**config.mk**
```make
export PLATFORM = sky130hd
export DESIGN_NAME = reg_status_file
export DESIGN_NICKNAME = d
export VERILOG_FILES = /design/src/rtl/reg_status_file_pkg.sv /design/src/rtl/reg_read_port.sv /design/src/rtl/reg_status_file.sv
export SDC_FILE = /design/constraint.sdc
export NUM_CORES = 2
export LEC_CHECK = 0
export BUFFER_PORTS_ARGS = -buffer_cell sky130_fd_sc_hd__buf_2
export CAP_MARGIN = 20
export CELL_PAD_IN_SITES_DETAIL_PLACEMENT = 1
export CELL_PAD_IN_SITES_GLOBAL_PLACEMENT = 2
export CORE_ASPECT_RATIO = 0.9
export CORE_MARGIN = 3
export CORE_UTILIZATION = 38
export CTS_BUF_LIST = sky130_fd_sc_hd__clkbuf_4
export CTS_CLUSTER_DIAMETER = 60
export DETAILED_ROUTE_END_ITERATION = 10
export PLACE_DENSITY_LB_ADDON = 0.1
export SLEW_MARGIN = 0
export SYNTH_ARGS = -nofsm -noshare
export SYNTH_HDL_FRONTEND = slang
export SYNTH_SLANG_ARGS = --single-unit
```
**constraint.sdc**
```tcl
create_clock -name clk_in -period 4.7 [get_ports clk_in]
set_input_delay 0.94 -clock clk_in [delete_from_list [all_inputs] [get_ports clk_in]]
set_output_delay 0.94 -clock clk_in [all_outputs]
set_load 0.05 [all_outputs]
```
**src/rtl/reg_status_file_pkg.sv**
```systemverilog
// Shared core widths: register file geometry and ROB tag width, also used by the ROB.
package reg_status_file_pkg;
    localparam int DEF_XLEN  = 32;
    localparam int DEF_NREG  = 32;
    localparam int DEF_TAG_W = 4;
    localparam int DEF_IDX_W = $clog2(DEF_NREG);

    typedef logic [DEF_IDX_W-1:0] reg_idx_t;
    typedef logic [DEF_TAG_W-1:0] rob_tag_t;
    typedef logic [DEF_XLEN-1:0]  xlen_t;
endpackage

```
**src/rtl/reg_read_port.sv**
```systemverilog
// One decode source operand: x0 forcing and same-cycle commit bypass over the stored entry.
// Purely combinational, zero latency; never stalls.
module reg_read_port
    import reg_status_file_pkg::*;
#(
    parameter int XLEN  = DEF_XLEN,
    parameter int TAG_W = DEF_TAG_W,
    parameter int IDX_W = DEF_IDX_W
) (
    input  logic [IDX_W-1:0] idx_i,
    input  logic             ent_busy_i,
    input  logic [XLEN-1:0]  ent_val_i,
    input  logic [TAG_W-1:0] ent_tag_i,
    input  logic             commit_en_i,
    input  logic [IDX_W-1:0] commit_idx_i,
    input  logic [XLEN-1:0]  commit_val_i,
    input  logic [TAG_W-1:0] commit_tag_i,
    output logic             busy_o,
    output logic [XLEN-1:0]  val_o,
    output logic [TAG_W-1:0] tag_o
);
    always_comb begin
        busy_o = ent_busy_i;
        val_o  = ent_val_i;
        tag_o  = ent_tag_i;
        if (idx_i == '0) begin
            busy_o = 1'b0;
            val_o  = '0;
            tag_o  = '0;
        end else if (commit_en_i && commit_idx_i == idx_i && ent_busy_i &&
                     ent_tag_i == commit_tag_i) begin
            // The producer retires this cycle: hand its value straight to decode.
            busy_o = 1'b0;
            val_o  = commit_val_i;
        end
    end
endmodule

```
**src/rtl/reg_status_file.sv**
```systemverilog
// Architectural registers plus per-register rename (busy/tag) state between decode and the ROB.
// Reads are combinational; updates land on the clock edge when rdy_in is high.
module reg_status_file
    import reg_status_file_pkg::*;
#(
    parameter int NREG  = DEF_NREG,
    parameter int XLEN  = DEF_XLEN,
    parameter int TAG_W = DEF_TAG_W
) (
    input  logic             clk_in,
    input  logic             rst_in,
    input  logic             rdy_in,
    input  logic             flush_in,
    input  logic [4:0]       rs1_idx,
    input  logic [4:0]       rs2_idx,
    output logic             rs1_busy,
    output logic [XLEN-1:0]  rs1_val,
    output logic [TAG_W-1:0] rs1_tag,
    output logic             rs2_busy,
    output logic [XLEN-1:0]  rs2_val,
    output logic [TAG_W-1:0] rs2_tag,
    input  logic             rename_en,
    input  logic [4:0]       rename_idx,
    input  logic [TAG_W-1:0] rename_tag,
    input  logic             commit_en,
    input  logic [4:0]       commit_idx,
    input  logic [XLEN-1:0]  commit_val,
    input  logic [TAG_W-1:0] commit_tag
);
    logic [XLEN-1:0]  val_q  [NREG];
    logic [XLEN-1:0]  val_d  [NREG];
    logic             busy_q [NREG];
    logic             busy_d [NREG];
    logic [TAG_W-1:0] tag_q  [NREG];
    logic [TAG_W-1:0] tag_d  [NREG];

    always_comb begin
        val_d  = val_q;
        busy_d = busy_q;
        tag_d  = tag_q;
        // Entry 0 is never updated so x0 stays zero/idle.
        for (int i = 1; i < NREG; i++) begin
            if (commit_en && commit_idx == 5'(i)) begin
                val_d[i] = commit_val;
            end
            if (flush_in) begin
                busy_d[i] = 1'b0;
            end else if (rename_en && rename_idx == 5'(i)) begin
                busy_d[i] = 1'b1;
                tag_d[i]  = rename_tag;
            end else if (commit_en && commit_idx == 5'(i) && tag_q[i] == commit_tag) begin
                // A mismatching tag means a younger producer still owns the register.
                busy_d[i] = 1'b0;
            end
        end
    end

    always_ff @(posedge clk_in) begin
        if (rst_in) begin
            for (int i = 0; i < NREG; i++) begin
                val_q[i]  <= '0;
                busy_q[i] <= 1'b0;
                tag_q[i]  <= '0;
            end
        end else if (rdy_in) begin
            val_q  <= val_d;
            busy_q <= busy_d;
            tag_q  <= tag_d;
        end
    end

    reg_read_port #(.XLEN(XLEN), .TAG_W(TAG_W), .IDX_W(5)) u_rs1 (
        .idx_i        (rs1_idx),
        .ent_busy_i   (busy_q[rs1_idx]),
        .ent_val_i    (val_q[rs1_idx]),
        .ent_tag_i    (tag_q[rs1_idx]),
        .commit_en_i  (commit_en),
        .commit_idx_i (commit_idx),
        .commit_val_i (commit_val),
        .commit_tag_i (commit_tag),
        .busy_o       (rs1_busy),
        .val_o        (rs1_val),
        .tag_o        (rs1_tag)
    );

    reg_read_port #(.XLEN(XLEN), .TAG_W(TAG_W), .IDX_W(5)) u_rs2 (
        .idx_i        (rs2_idx),
        .ent_busy_i   (busy_q[rs2_idx]),
        .ent_val_i    (val_q[rs2_idx]),
        .ent_tag_i    (tag_q[rs2_idx]),
        .commit_en_i  (commit_en),
        .commit_idx_i (commit_idx),
        .commit_val_i (commit_val),
        .commit_tag_i (commit_tag),
        .busy_o       (rs2_busy),
        .val_o        (rs2_val),
        .tag_o        (rs2_tag)
    );
endmodule

```
After elaboration in Yosys (flattened, before gate mapping) --
Index checks and enable logic that the tools add are counted.
Word-level totals: register bits after elaboration 1147, bits in latches 0, memory bits (writable) 0, bits in read-only memories 0, bits of input ports 66, output and inout port bits 74, logic and storage cells 541, memories kept 0
Cells by class: add/sub/neg operators 0, multipliers 0, divide/modulo/power cells 0, magnitude comparators 2, eq/ne operators 97, shift operators 0, mux-type cells 121, bitwise logic cells 3, reduce and logical (&&, ||, !) cells 225
Operators with widths (number):
- 32-bit binary-select mux with 5-bit select | 2
- 32-bit 2-to-1 mux | 8
- 5-bit == test, second input constant | 32
- 4-bit == test | 33
- 2-bit AND reduction | 62
- 1-bit 2-to-1 mux | 101
- 1-bit logical AND | 99
- 3-bit AND reduction | 31
- 3-bit nonzero test | 31
- 5-bit by 4-bit == test with 1-bit output, second input constant | 16
- 4-bit binary-select mux with 5-bit select | 2
- 5-bit by 3-bit == test with 1-bit output, second input constant | 8
- 4-bit 2-to-1 mux | 6
- 5-bit by 2-bit == test with 1-bit output, second input constant | 4
- 6-bit >= comparator, second input constant | 2
- 5-bit NOT with 6-bit output | 2
- 1-bit binary-select mux with 5-bit select | 2
- 5-bit by 1-bit == test with 1-bit output, second input constant | 2
- 5-bit == test | 2
- 5-bit zero test | 2
- 1-bit NOT | 1

Longest topological paths before layout --
depth after elaboration 8, gate-level depth with buffers 14

Hierarchy --
A second synthesis with hierarchy kept.
Unflattened totals: cell total of the unflattened synthesis 7980, area, all modules 62688.9 sq um
Modules (own cells, without submodules):
- reg_status_file | instances 1, cells an instance 7724, area each 61104.9 sq um, seq. area each 22962.0 sq um
- reg_read_port | instances 2, cells an instance 128, area each 792.0 sq um, seq. area each 0.0 sq um

Worst setup path after synthesis --
No wires, ideal clock.
path kind in2out, from input rs1_idx[1], to output rs1_val[24], arrival time 4.195 ns, required time 3.760 ns, setup slack -0.435 ns, stages on the path 11, path buffers 4, cells stage by stage buf_2 buf_4 buf_4 mux4_2 a22oi_1 nand4_1 xor2_1 nor4_1 nand3_1 buf_2 mux2_1
On the way: cells in the longest elaborated chain, start to end 8
Ends and longest elaborated chain:
- from (decl) | line reg_status_file.sv:14 | input logic [4:0] rs1_idx,
- 5-bit NOT with 6-bit output (not written as such) | line reg_status_file.sv:74, reg_status_file.sv:75, reg_status_file.sv:76
- 4-bit binary-select mux with 5-bit select or 1-bit binary-select mux with 5-bit select (tied branches) | line reg_status_file.sv:76, reg_status_file.sv:74
- 4-bit 2-to-1 mux (not written as such) or 1-bit 2-to-1 mux (tied branches) (2 in series) | line reg_status_file.sv:76, reg_status_file.sv:74
- 4-bit == test or 1-bit logical AND (tied branches) | line reg_read_port.sv:31, reg_read_port.sv:30
- 1-bit logical AND | line reg_read_port.sv:30 | end else if (commit_en_i && commit_idx_i == idx_i && ent_busy_i &&
- 32-bit 2-to-1 mux | line reg_read_port.sv:30
- 32-bit 2-to-1 mux (*) | line reg_read_port.sv:26 | if (idx_i == '0) begin
- to (decl) | line reg_status_file.sv:17 | output logic [XLEN-1:0] rs1_val,
Every way passes the cells marked *; elsewhere a longest branch is shown, timed or not. The select of a mux whose other input is x is not followed.

Final worst setup path --
from register tag_q[104] (netlist bit), to output rs2_val[10]
On the way: cells in the longest elaborated chain, start to end 7
Ends and longest elaborated chain:
- from (decl) | line reg_status_file.sv:34 | logic [TAG_W-1:0] tag_q [NREG];
- from (signal assigned) | line reg_status_file.sv:68 | tag_q <= tag_d;
- 4-bit binary-select mux with 5-bit select | line reg_status_file.sv:90 | .ent_tag_i (tag_q[rs2_idx]),
- 4-bit 2-to-1 mux (not written as such) (2 in series) | line reg_status_file.sv:90
- 4-bit == test | line reg_read_port.sv:31 | ent_tag_i == commit_tag_i) begin
- 1-bit logical AND | line reg_read_port.sv:30
- 32-bit 2-to-1 mux | line reg_read_port.sv:30
- 32-bit 2-to-1 mux | line reg_read_port.sv:26
- to (decl) | line reg_status_file.sv:20 | output logic [XLEN-1:0] rs2_val,
No other way between the ends. The select of a mux whose other input is x is not followed.

==> impl_metrics.json <==
{
  "status": "finished with violations",
  "violations": "setup timing",
  "worst_slack_ns": -0.587,
  "antenna_found_initial": 13,
  "post_drt_wl_per_cell_um": 33.1,
  "relSlewSlack_pct": 22.6,
  "clock-sinks": 1147,
  "fin_crit_ns": 5.29,
  "worst_pin_slew_ns": 1.16,
  "fin_util_pct": 44.1,
  "rsz0062_at_grt": "true",
  "finalSetupViolations": 65,
  "h-tree-depth": 5,
  "cp_top_family": "multiplexers",
  "boundaryPins": 140,
  "syn_area_um2": 60700,
  "dieArea_um2": 165000,
  "ant_nets": 0,
  "via_count": 56400,
  "sw_frac_of_total_pct": 28.4,
  "synth-seq-cells": 1147,
  "routed_wl_um": 299000,
  "switching_power_w": 0.00603,
  "path_class": "reg -> out",
  "grt.overflow.total": 0,
  "finalHoldViolations": 0,
  "drc_errors": 0,
  "cp-start-kind": "flop",
  "die_w_um": 427,
  "synthCells": 6629,
  "clk_latency_ns": 1.37,
  "drv_slew": 0,
  "root_buffer": "clkbuf_4",
  "crit_buf_inv": 2,
  "power_density_nw_per_um2": 305,
  "fin_nets": 6782,
  "layout_commonest_cell": "nand2_1",
  "synthFlopType": "dfxtp_1",
  "areaGrowthSynthToFinish_pct": 14.7,
  "core_area_um2": 158000,
  "peakVddDrop_mv": 0.231,
  "worstPathRequired_ns": 3.76,
  "cts_buffer_depth": 4,
  "port_buffers": 139,
  "grt_max_degree": 101,
  "postSynthAreaPerCell_um2": 9.16,
  "hpwl_um": 179000,
  "critPathSlowestCell": "a2111o_2",
  "crit_path_max_fanout": 19,
  "seq_power_share_pct": 46.1,
  "p_leak_nw": 23.5,
  "cts.reportedPaths.clkPinSlew_ns": 0.08,
  "grt_pass1_wl_um": 422000,
  "p_int_w": 0.0152,
  "synth_edf_count": 0,
  "yosysUniqueCellTypes": 51,
  "power_w": 0.0212,
  "yosys_warnings": 0,
  "tritoncts": "done",
  "min_path_type": "in -> reg",
  "p_clk_share_pct": 45.1,
  "min_to": "val_q[231]$_SDFFE_PP0P_",
  "fmax_mhz": 189,
  "r2r-end": "busy_q[20]$_SDFFE_PP0P_",
  "grtUsageTotal_pct": 35.8,
  "placed_area_um2": 65100,
  "viasPerCell": 6.25,
  "grt_pass1_vias": 55900,
  "start_util_pct": 38.4,
  "crit_path_end_kind": "primary output",
  "die_h_um": 385,
  "layout_common_cells": "nand2_1, dfxtp_1, a21oi_1, mux4_2, clkbuf_4",
  "min_from": "rst_in",
  "num_rows": 138,
  "final_area_um2": 69600,
  "cts_buffers": 347,
  "max_stage_delay_ns": 0.52,
  "gp_congestion": 0.949,
  "holdPathStages": 2,
  "maxCapViolations": 0,
  "arrival_ns": 4.35,
  "synth-seq-area-share_pct": 37.8,
  "skew_ns": 0.0446,
  "timing.rr.start": "tag_q[82]$_SDFFE_PP0P_",
  "fin_crit_sh_pct": 112,
  "synthArstFlopShare_pct": 0,
  "reg2reg_setup_slack_ns": 3.13,
  "synth.net_count": 6695,
  "comb_power_share_pct": 8.8,
  "final_layout_size_suffix_gt1_share_pct": 26.9,
  "r2r_cells": 6,
  "dr.first_iter.drc_count": 6025,
  "first_pass_iters": 5,
  "path_cells": "mux4_2, nand2_1, o21ai_1, a2111o_2, xor2_1, nor4_4, nand3_4, buf_12, mux2_4, buf_4"
}
-- Yosys cell counts (2+ instances only) --
| cell | count | area share [%] |
|---|---|---|
| mux2i_1 | 139 | 2.3 |
| a221oi_1 | 9 | 0.13 |
| buf_6 | 6 | 0.11 |
| or3_1 | 4 | 0.041 |
| xor2_1 | 74 | 1.1 |
| nand2_1 | 2150 | 13 |
| nand3_1 | 61 | 0.50 |
| nor2_1 | 169 | 1.0 |
| nand4_1 | 21 | 0.22 |
| nor4_1 | 20 | 0.21 |
| nor3_1 | 19 | 0.16 |
| mux2_4 | 30 | 0.74 |
| a2111oi_0 | 4 | 0.058 |
| a22o_1 | 33 | 0.48 |
| a22oi_1 | 2 | 0.025 |
| inv_1 | 8 | 0.049 |
| nor3b_1 | 5 | 0.062 |
| and3_1 | 2 | 0.021 |
| o22ai_1 | 4 | 0.041 |
| nand2b_1 | 14 | 0.14 |
| mux2_2 | 138 | 2.6 |
| a21oi_1 | 1060 | 8.7 |
| buf_1 | 69 | 0.43 |
| nor2b_1 | 15 | 0.15 |
| a31oi_1 | 18 | 0.19 |
| or4_1 | 4 | 0.049 |
| buf_2 | 46 | 0.38 |
| and2_1 | 2 | 0.021 |
| o211ai_1 | 15 | 0.19 |
| xnor2_1 | 68 | 0.98 |
| mux4_2 | 638 | 24 |
| clkbuf_1 | 569 | 3.5 |
| buf_4 | 5 | 0.062 |
| o21ai_0 | 45 | 0.37 |
| dfxtp_1 | 1147 | 38 |
-- power by group through the flow --
stage | sequential [W] | clock [W] | combinational (W)
2_1_floorplan | 0.00999 | 0 | 0.00110
3_3_place_gp | 0.0100 | 0 | 0.00182
3_5_place_dp | 0.0100 | 0 | 0.00183
4_1_cts | 0.00979 | 0.00975 | 0.00185
5_1_grt | 0.00978 | 0.0103 | 0.00194
6_report | 0.00979 | 0.00957 | 0.00188
-- cell type report --
cell class / count / area [µm²]
repair buffers: 433 / 4340
inverters: 9 / 43.8
flip-flops and latches: 1147 / 23000
well taps: 2100 / 2630
clock buffers: 481 / 3610
clock inverters: 63 / 358
diodes: 14 / 35.0
fillers: 17900 / 88300
multi-input cells: 4778 / 35600
-- worst register-to-register path, cell delays in order, from the launching register on --
cell     delay (ns)
dfxtp_4        0.37
buf_4          0.17
xor2_1         0.16
nor4_1         0.41
nand2_1        0.10
a31oi_1        0.18
nor2_1         0.06
-- cells by family (layout without fill, tap and decap cells) --
| family | Yosys count | count (layout) | synth area share, % |
|---|---|---|---|
| AOI/OAI and AO/OA | 1200 | 1200 | 10.3 |
| xor gates and xnor gates | 142 | 142 | 2.05 |
| buffers and inverters | 704 | 986 | 4.55 |
| DFF | 1147 | 1147 | 37.8 |
| muxes | 946 | 946 | 29.3 |
| other | 0 | 14 | 0 |
| and+or+nand+nor | 2490 | 2490 | 16.0 |
-- repair_timing --
| item | in CTS | in global routing |
|---|---|---|
| setup buffers | 2 | 3 |
| setup endpoints to repair | 66 | 66 |
| pin swaps | 4 | 7 |
| hold buffers | 4 | 0 |
| hold endpoints to repair | 7 | 0 |
| resized for setup | 142 | 25 |
| gates cloned | 0 | 0 |
-- registers in the layout, summed over array words and instances (netlist names) --
signal	flops
busy_q	31
tag_q	124
val_q	992
-- layer usage --
metal | up-vias | global-route usage, % | share of wire, %
met2 | 2850 | 53.9 | 44
met3 | 703 | 8.24 | 9.2
li1 | 23500 | - | -
met5 | - | 0 | 0.015
met4 | 6 | 14.3 | 4.2
met1 | 29300 | 49.7 | 43
-- worst max path at each step --
stage | start | end | slack [ns] | cells past startpoint
final | tag_q[104]$_SDFFE_PP0P_ | rs2_val[10] | -0.59 | 10
after floorplan | rs1_idx[1] | rs1_val[0] | -0.28 | 11
after CTS | tag_q[120]$_SDFFE_PP0P_ | rs2_val[10] | -0.66 | 10
after global placement | rs2_idx[0] | rs2_val[7] | -0.32 | 13
after detailed placement | rs2_idx[0] | rs2_val[23] | -0.22 | 13
after global routing | tag_q[120]$_SDFFE_PP0P_ | rs2_val[6] | -0.71 | 10
-- stage by stage --
step / cells / worst slack [ns] / hold slack (ns) / TNS (ns)
after floorplan: 6629 / -0.282 / 0.443 / -8.80
after global placement: 8457 / -0.324 / 0.449 / -11.16
after detailed placement: 8458 / -0.224 / 0.458 / -8.28
after CTS: 9008 / -0.656 / 0.0195 / -35.39
after global routing: 9022 / -0.709 / 0.0341 / -39.06
final: 9025 / -0.587 / 0.0748 / -30.85
(Power assumes the default switching activity.)
